==> config.mk <==
export PLATFORM = sky130hd
export DESIGN_NAME = mem_controller
export DESIGN_NICKNAME = d
export VERILOG_FILES = /design/src/rtl/mem_controller.sv
export SDC_FILE = /design/constraint.sdc
export NUM_CORES = 1
export LEC_CHECK = 0
export CORE_UTILIZATION = 44
export CTS_CLUSTER_DIAMETER = 100
export DETAILED_ROUTE_END_ITERATION = 10
export PLACE_DENSITY = 0.95
export SYNTH_ARGS = -nofsm -noshare
export SYNTH_HDL_FRONTEND = slang
export SYNTH_SLANG_ARGS = --single-unit
==> constraint.sdc <==
create_clock -name clk -period 6.95 [get_ports clk]
set_clock_uncertainty 0.1 [all_clocks]
set_input_delay 1.7375 -clock clk [delete_from_list [all_inputs] [get_ports clk]]
set_output_delay 1.7375 -clock clk [all_outputs]
set_load 0.02 [all_outputs]
==> src/rtl/mem_controller.sv <==
// Round-robin arbiter that relays NUM_CONSUMERS read/write requesters onto one
// memory read port and one memory write port, with one transaction in flight.
module mem_controller #(
    parameter int unsigned ADDR_BITS     = 8,
    parameter int unsigned DATA_BITS     = 16,
    parameter int unsigned NUM_CONSUMERS = 4
) (
    input  logic                               clk,
    input  logic                               reset,
    input  logic [NUM_CONSUMERS-1:0]           consumer_read_valid,
    input  logic [NUM_CONSUMERS*ADDR_BITS-1:0] consumer_read_address,
    output logic [NUM_CONSUMERS-1:0]           consumer_read_ready,
    output logic [NUM_CONSUMERS*DATA_BITS-1:0] consumer_read_data,
    input  logic [NUM_CONSUMERS-1:0]           consumer_write_valid,
    input  logic [NUM_CONSUMERS*ADDR_BITS-1:0] consumer_write_address,
    input  logic [NUM_CONSUMERS*DATA_BITS-1:0] consumer_write_data,
    output logic [NUM_CONSUMERS-1:0]           consumer_write_ready,
    output logic                               mem_read_valid,
    output logic [ADDR_BITS-1:0]               mem_read_address,
    input  logic                               mem_read_ready,
    input  logic [DATA_BITS-1:0]               mem_read_data,
    output logic                               mem_write_valid,
    output logic [ADDR_BITS-1:0]               mem_write_address,
    output logic [DATA_BITS-1:0]               mem_write_data,
    input  logic                               mem_write_ready
);

    localparam int unsigned PTR_BITS = (NUM_CONSUMERS > 1) ? $clog2(NUM_CONSUMERS) : 1;

    typedef enum logic [2:0] {
        IDLE,
        READ_WAITING,
        WRITE_WAITING,
        READ_RELAYING,
        WRITE_RELAYING
    } state_t;

    state_t                   state;
    logic [PTR_BITS-1:0]      rr_ptr;
    logic [PTR_BITS-1:0]      current;

    logic [NUM_CONSUMERS-1:0] pending;
    logic                     found;
    logic [PTR_BITS-1:0]      cand;
    logic [PTR_BITS-1:0]      pick;
    logic [PTR_BITS-1:0]      pick_next;
    logic [ADDR_BITS-1:0]     pick_read_address;
    logic [ADDR_BITS-1:0]     pick_write_address;
    logic [DATA_BITS-1:0]     pick_write_data;

    // First pending requester at or after rr_ptr, wrapping around.
    always_comb begin
        pending = (consumer_read_valid | consumer_write_valid)
                  & ~(consumer_read_ready | consumer_write_ready);
        found = 1'b0;
        cand  = '0;
        pick  = '0;
        for (int unsigned k = 0; k < NUM_CONSUMERS; k++) begin
            cand = PTR_BITS'((32'(rr_ptr) + k) % NUM_CONSUMERS);
            if (!found && pending[cand]) begin
                found = 1'b1;
                pick  = cand;
            end
        end
        pick_next = (32'(pick) == NUM_CONSUMERS - 1) ? '0 : pick + PTR_BITS'(1);

        pick_read_address  = '0;
        pick_write_address = '0;
        pick_write_data    = '0;
        for (int unsigned k = 0; k < NUM_CONSUMERS; k++) begin
            if (pick == PTR_BITS'(k)) begin
                pick_read_address  = consumer_read_address[k*ADDR_BITS +: ADDR_BITS];
                pick_write_address = consumer_write_address[k*ADDR_BITS +: ADDR_BITS];
                pick_write_data    = consumer_write_data[k*DATA_BITS +: DATA_BITS];
            end
        end
    end

    always_ff @(posedge clk) begin
        if (reset) begin
            state                <= IDLE;
            rr_ptr               <= '0;
            current              <= '0;
            consumer_read_ready  <= '0;
            consumer_write_ready <= '0;
            consumer_read_data   <= '0;
            mem_read_valid       <= 1'b0;
            mem_read_address     <= '0;
            mem_write_valid      <= 1'b0;
            mem_write_address    <= '0;
            mem_write_data       <= '0;
        end else begin
            case (state)
                IDLE: begin
                    // A stalled issue leaves rr_ptr alone so the same requester wins next time.
                    if (found) begin
                        if (consumer_read_valid[pick]) begin
                            if (!mem_read_ready) begin
                                current          <= pick;
                                rr_ptr           <= pick_next;
                                mem_read_valid   <= 1'b1;
                                mem_read_address <= pick_read_address;
                                state            <= READ_WAITING;
                            end
                        end else if (!mem_write_ready) begin
                            current           <= pick;
                            rr_ptr            <= pick_next;
                            mem_write_valid   <= 1'b1;
                            mem_write_address <= pick_write_address;
                            mem_write_data    <= pick_write_data;
                            state             <= WRITE_WAITING;
                        end
                    end
                end
                READ_WAITING: begin
                    if (mem_read_ready) begin
                        mem_read_valid <= 1'b0;
                        for (int unsigned k = 0; k < NUM_CONSUMERS; k++) begin
                            if (current == PTR_BITS'(k)) begin
                                consumer_read_data[k*DATA_BITS +: DATA_BITS] <= mem_read_data;
                            end
                        end
                        consumer_read_ready[current] <= 1'b1;
                        state                        <= READ_RELAYING;
                    end
                end
                WRITE_WAITING: begin
                    if (mem_write_ready) begin
                        mem_write_valid               <= 1'b0;
                        consumer_write_ready[current] <= 1'b1;
                        state                         <= WRITE_RELAYING;
                    end
                end
                READ_RELAYING: begin
                    if (!consumer_read_valid[current]) begin
                        consumer_read_ready[current] <= 1'b0;
                        state                        <= IDLE;
                    end
                end
                WRITE_RELAYING: begin
                    if (!consumer_write_valid[current]) begin
                        consumer_write_ready[current] <= 1'b0;
                        state                         <= IDLE;
                    end
                end
                default: state <= IDLE;
            endcase
        end
    end

endmodule

==> reports/metrics.csv <==
metric,value,unit
status,"finished, violations left",
failing checks,DRC,
data required time of the worst path,7.11,ns
number of synthesized flops with an enable pin,0,
cts repair resizes,0,
"CTS clk-pin slew, worst paths",0.06,ns
"wirelength, routed",18.7,mm
clk buf depth,2,
initial antenna violation count,0,
Power Density,386,mW/mm2
CTS tree,done,
area of the mapped netlist,0.00530,mm2
fin crit share,0.688,
yosys warns,0,
CP Capture Type,register,
Syn Inst Count,712,
largest cells by area after synthesis,"dfxtp_1 43%, a21oi_1 13%, nand2_1 10%",
syn nets,872,
power share of the sequential group,0.253,
total gr overflow,0,
clock latency at the later pin of the worst-skew pair,0.40,ns
Synth Flop Type,dfxtp_1,
R2R Path End,mem_write_data[0],
global-route wire length before repair,29.2,mm
Hold Crit Endpoint,consumer_read_data[57],
measured slew at the worst slew-check pin,1.17,ns
Root Buffer,clkbuf_16,
"IR drop worst, VDD",0.247,mV
worst-path fanout max,34,
Final TNS setup,0,ns
Rel. slew slack,0.213,
Final Util,0.741,
TritonCTS Sinks,113,
antenna-violating nets left,0,
worst-path cell chain,clkdlybuf4s50_1 -> o21ai_0 -> o21bai_1 -> a221o_2 -> inv_2 -> ha_1 -> buf_4 -> nor2b_2 -> buf_4 -> a22oi_1 -> nor2_1 -> a21oi_1 -> nor2_1 -> a21oi_1 -> a211oi_1,
grt peak-use layer,met2,
Std-Cell Rows,39,
CP max stage cell,clkdlybuf4s50_1,
# hold bufs at CTS,0,
multiplexer share of the synthesized area,0.0392,
R2R depth,14,
final hold vios,0,
ys async rst share,0,
die height,112,um
ANT cells,0,
WHS Path Cells,2,
Area growth syn-to-layout,61.9,%
"Distinct cells, synth",44,
Top delay family on crit path,compound AO/OA/AOI/OAI gates,
met2 usage,0.501,
adder-cell share of the synthesized area,0.00945,
"Seq/Total Area, Yosys",0.427,
wire length per cell,17.1,um
CTS H-tree depth,4,
input/output buffers,261,
vias,6105,
Switch Pwr,1.26,mW
area of the core,0.0116,mm2
top cell type by total area after synthesis,dfxtp_1,
top-count cell post-synth,nand2_1,
CTS buffer count,17,
multi-input logic area,0.00278,mm2
# DRC,8,
hpwl dp,13.0,mm
largest net degree at the start of global routing,87,
area of the die,0.0125,mm2
simple-gate share of the synthesized area,0.218,
post-synth top area share,0.427,
1st-pass router iterations,9,
Comb power frac,0.442,
final setup vio count,0,
Finished Cell Area,0.00857,mm2
Sequential cell area,0.00226,mm2
Vias/cell,5.58,
Clk pwr share,0.305,
maximum clock rate,209,MHz
switching share of total power,0.380,
final non-filler cell total,1095,
vias in the first global route,5826,
worst hold start,consumer_read_data[57],
Hold/Removal Path Class,register to register,
critical path's largest stage delay,0.48,ns
Nets,1099,
Setup Crit Path Kind,primary input to register,
global placer's final weighted congestion,0.910,
Buf/Inv on CP,4,
Initial Util,0.458,
Global Route met3 Usage,0.0740,
most frequent cells after synthesis,"147 x nand2_1, 133 x a21oi_1, 113 x dfxtp_1, 106 x nor2_1, 44 x clkbuf_1",
Max Cap Viol,0,
max-slew violation count,0,
Yosys reg bits,113,
Initial DRC Count,540,
Post CTS Setup Buffer Count,0,
placed insts,1063,
unrepaired setup endpoints after global routing,no,
Period minus WS final,4.78,ns
die width,112,um
layout cell share with drive strength beyond 1,0.0494,
Cell Int Power,2.05,mW
Post-DP Area,0.00789,mm2
I/O Pins,262,
R2R Setup Slk,3.65,ns
post-synthesis area per instance,7.44,um2
Synth Area in Compound Gates,0.256,
xor and xnor area share after synthesis,0,
Total GRT Usage,0.297,
M1 GR Usage,0.341,
main combinational cell family by area after synthesis,compound AO/OA/AOI/OAI gates,
Worst Setup Start Kind,primary input,
number of fillers in the final layout,826,
critical path arrival,4.94,ns
leakage power,3.11,nW
## power by group through the flow
stage | clock network (mW) | registers, mW | logic [mW]
after detailed placement | 0 | 0.845 | 1.45
final | 1.01 | 0.836 | 1.46
after global placement | 0 | 0.842 | 1.41
after global routing | 1.05 | 0.849 | 1.62
after CTS | 1.02 | 0.833 | 1.46
after floorplan | 0 | 0.923 | 0.907
## worst register-to-register path: cells and delay by family, from the launching register on
kind | cells | cell delay [ns]
adders and majority gates | 1 | 0.20
DFF | 1 | 0.35
and+or+nand+nor | 4 | 0.94
AOI/OAI and AO/OA | 6 | 0.98
buffers and inverters | 3 | 0.64
## through the flow
stage / setup slack [ns] / power, mW / hold slack, ns
after global placement: 1.86 / 2.26 / 0.341
final: 2.17 / 3.31 / 0.354
after CTS: 2.21 / 3.31 / 0.353
after detailed placement: 1.81 / 2.29 / 0.346
after global routing: 1.91 / 3.52 / 0.371
after floorplan: 2.74 / 1.83 / 0.372
## sequential cells by signal, indices dropped and copies added, names as in the netlist, named ones only
name,flops
consumer_read_data,64
mem_write_data,16
mem_read_address,8
mem_write_address,8
state,3
current,2
rr_ptr,2
mem_read_valid,1
mem_write_valid,1
## routing by layer
layer / routed length, um / vias to the layer above
li1: - / 2918
met1: 7170 / 2795
met2: 9310 / 318
met3: 1310 / 74
met4: 889 / 0
met5: 0 / -
## worst max-delay path by stage
stage	depth (start not counted)	start	slack, ns	end
2_1_floorplan	14	consumer_read_valid[1]	2.74	mem_write_address[0]
3_3_place_gp	15	consumer_read_valid[2]	1.86	mem_write_data[0]
3_5_place_dp	15	consumer_read_valid[2]	1.81	mem_write_data[0]
4_1_cts	16	consumer_read_valid[0]	2.21	mem_write_data[0]
5_1_grt	15	consumer_read_valid[2]	1.91	mem_write_data[0]
6_report	15	consumer_read_valid[2]	2.17	mem_write_data[0]
## layout by cell type (no fill, tap or decap), types with 3 or more instances in the layout
cell type and count:
o21ai_0 16, a211oi_1 28, inv_1 8, clkinv_4 5
nand2b_1 4, nor2b_1 4, o22a_1 3, nor3_1 4
mux2i_1 14, dfxtp_1 113, nor2_1 106, a31oi_1 3
nand2_1 147, buf_4 5, bufinv_16 6, a22oi_1 32
a21oi_1 133, clkdlybuf4s50_1 260, clkbuf_16 17, or4_1 4
## final cells by class
class / instances / share of cell area
clock buffers: 18 / 0.0501
repair buffers: 265 / 0.308
flip-flops and latches: 113 / 0.264
clock inverters: 14 / 0.0295
inverters: 9 / 0.00394
multi-input cells: 533 / 0.324
well taps: 143 / 0.0209
## kinds of logic after synthesis
| family | Yosys count |
|---|---|
| AND/OR/NAND/NOR | 283 |
| AO/OA/AOI/OAI | 228 |
| flip-flops | 113 |
| buffers and inverters | 66 |
| multiplexers | 18 |
| adder cells (fa/ha/maj) | 4 |
No activity file was read; power rests on OpenSTA's default activity.
==> edit (same flow settings) <==
Encoding of `state_t`: now Gray code (3 bits for 5 states).
--- a/src/rtl/mem_controller.sv
+++ b/src/rtl/mem_controller.sv
@@ -29,9 +29,9 @@
 
     typedef enum logic [2:0] {
-        IDLE,
-        READ_WAITING,
-        WRITE_WAITING,
-        READ_RELAYING,
-        WRITE_RELAYING
+        IDLE           = 3'b000,
+        READ_WAITING   = 3'b001,
+        WRITE_WAITING  = 3'b011,
+        READ_RELAYING  = 3'b010,
+        WRITE_RELAYING = 3'b110
     } state_t;
 
Formal check against the unedited RTL: same outputs for any inputs over 4 cycles, from zero or initial values and one cycle with reset high; so few cycles prove little.
==> edit against the unedited design <==
  * Synthesized area is 5.6% higher
  * First-iteration DRC count is 11% lower
  * Sequential cell count stayed put
  * Power is 3.6% lower
  * Design area increased by 3.2%
  * Wire length grew 7.2%
  * Worst setup slack worse by 0.27 ns
  * Fmax decreased by 5.3%
  * Core utilization decreased by 1.7 points
  * Count of clock-buffer cells in the layout unchanged
  * Die area grew 5.5%
  * Largest cell class unchanged
  * Critical path depth increased by 1
==> edit: results (changes against the unedited design) <==
- The run finished with clean final reports.
- The number of iterations in the first detailed-routing pass came to 5 (-4).
- The root buffer selected by CTS is clkbuf_16.
- The total nets after synthesis is 852 (-2.3%).
- The number of design-rule violations left by the first detailed-router iteration is 480 (-11%).
- For this design, the slowest cell found on the critical path is nor2b_2.
- The worst-case setup slack after placement was 1.683 ns (-0.1235 ns).
- The slew at the pin closest to its max-slew limit is 1.202 ns (+0.02774 ns).
- The detailed-placement wirelength estimate is 13.88 mm (+7.0%).
- Ranked by instance count, the synthesized netlist is headed by a21oi_1 (125), dfxtp_1 (113), nand2_1 (104), nor2_1 (95), clkbuf_1 (41).
- The count of vias placed by the detailed router was 6,234 (+2.1%).
- The first-pass GRT wire length is 31.20 mm (+6.7%).
- The via count of the first global-routing pass is 6,048 (+3.8%).
- The synthesized instance count is 692 (-2.8%).
- The mean routed wirelength per cell is 18.19 um (+6.6%).
- The number of pins exceeding their max-slew limit in the final report came to 0 (unchanged).
- The largest registers in the layout are consumer_read_data x64, mem_write_data x16.
- The post-synthesis sequential area ratio came to 40.45% (-2.3 points).
- The static leakage is 0.003013 uW (-3.1%).
- Grouping stages by cell kind, the critical path spends the most delay in simple AND/OR/NAND/NOR gates.
- The layout cell share with drive strength beyond 1 is 9.325% (+4.4 points).
- The global-route usage over all layers is 30.67% (+1.0 points).
- The detailed-route DRC error count is 0 (-8).
- The number of fillers in the final layout is 908 (+9.9%).
- The count of unique library cells instantiated by Yosys is 49 (+11%).
- The final weighted congestion in routability-driven placement is 0.9596 (+5.5%).
- The count of buffers inserted at the top-level ports is 261 (unchanged).
- The largest vdd supply drop is 223.0 uV (-9.7%).
## edit: cell types whose count changed after synthesis, moves of 4 or more
| cell | delta |
|---|---|
| nand2_1 | -43 |
| mux2i_1 | +4 |
| nor3_1 | +30 |
| nor2_1 | -11 |
| o21ai_1 | +4 |
| a21oi_1 | -8 |
| a211oi_1 | -25 |
| o21ai_0 | -10 |
| a2111oi_0 | +5 |
| a2111oi_2 | +28 |
## edit: cell type report
| cell class | count | area [um^2] | area share (%) |
|---|---|---|---|
| tap | 168 | 210.2 | 2.377 |
| clock buffer | 18 | 439.2 | 4.966 |
| sequential | 113 | 2262 | 25.58 |
| multi-input combinational | 512 | 3073 | 34.75 |
| timing repair buffer | 271 | 2685 | 30.36 |
| clock inverter | 14 | 155.1 | 1.754 |
| inverter | 5 | 18.77 | 0.2122 |
## edit: final timing paths
path                            depth (start not counted)                      to  slack [ns]                   start
worst max-delay path                                   16       mem_write_data[4]        1.90  consumer_read_valid[1]
worst min-delay path                                    2  consumer_read_data[40]        0.35  consumer_read_data[40]
worst max register to register                         14       mem_write_data[4]        3.30                register
worst min register to register                          2  consumer_read_data[40]        0.35  consumer_read_data[40]
## edit: logic make-up after synthesis
kind of cell	share of synthesized area (%)
adder cells (fa/ha/maj)	0.8949
buffers and inverters	5.302
flip-flops	40.45
multiplexers	4.832
AO/OA/AOI/OAI	27.72
AND/OR/NAND/NOR	20.81
## edit: metal layers
metal | GRT usage [%] | vias up | wire length, um
met5 | 0 | - | 0
met4 | 18.70 | 0 | 1013
met3 | 7.855 | 83 | 1473
met2 | 50.51 | 319 | 9557
met1 | 36.04 | 2893 | 7985
li1 | - | 2939 | -
## edit: where the power goes
part / total (uW) / leakage, uW / internal, uW / switching (uW)
combinational: 1450 / 0.00182 / 600 / 849
sequential: 862 / 0.000917 / 766 / 96.7
clock: 875 / 0.000281 / 542 / 333
total: 3190 / 0.00301 / 1910 / 1280
## edit: per-stage QoR
stage               hold WS [ns]  total power (uW)  area [um^2]
floorplan                 0.4143              1799         5593
global placement          0.3410              2258         8249
detailed placement        0.3459              2295         8249
CTS                       0.3535              3179         8843
global route              0.3680              3358         8843
finish                    0.3548              3186         8843
## edit: tightest hold or removal path, cell delays in order, from the launching register on
cell and delay, ns:
dfxtp_1 0.31, nand2_1 0.05, a21oi_1 0.05
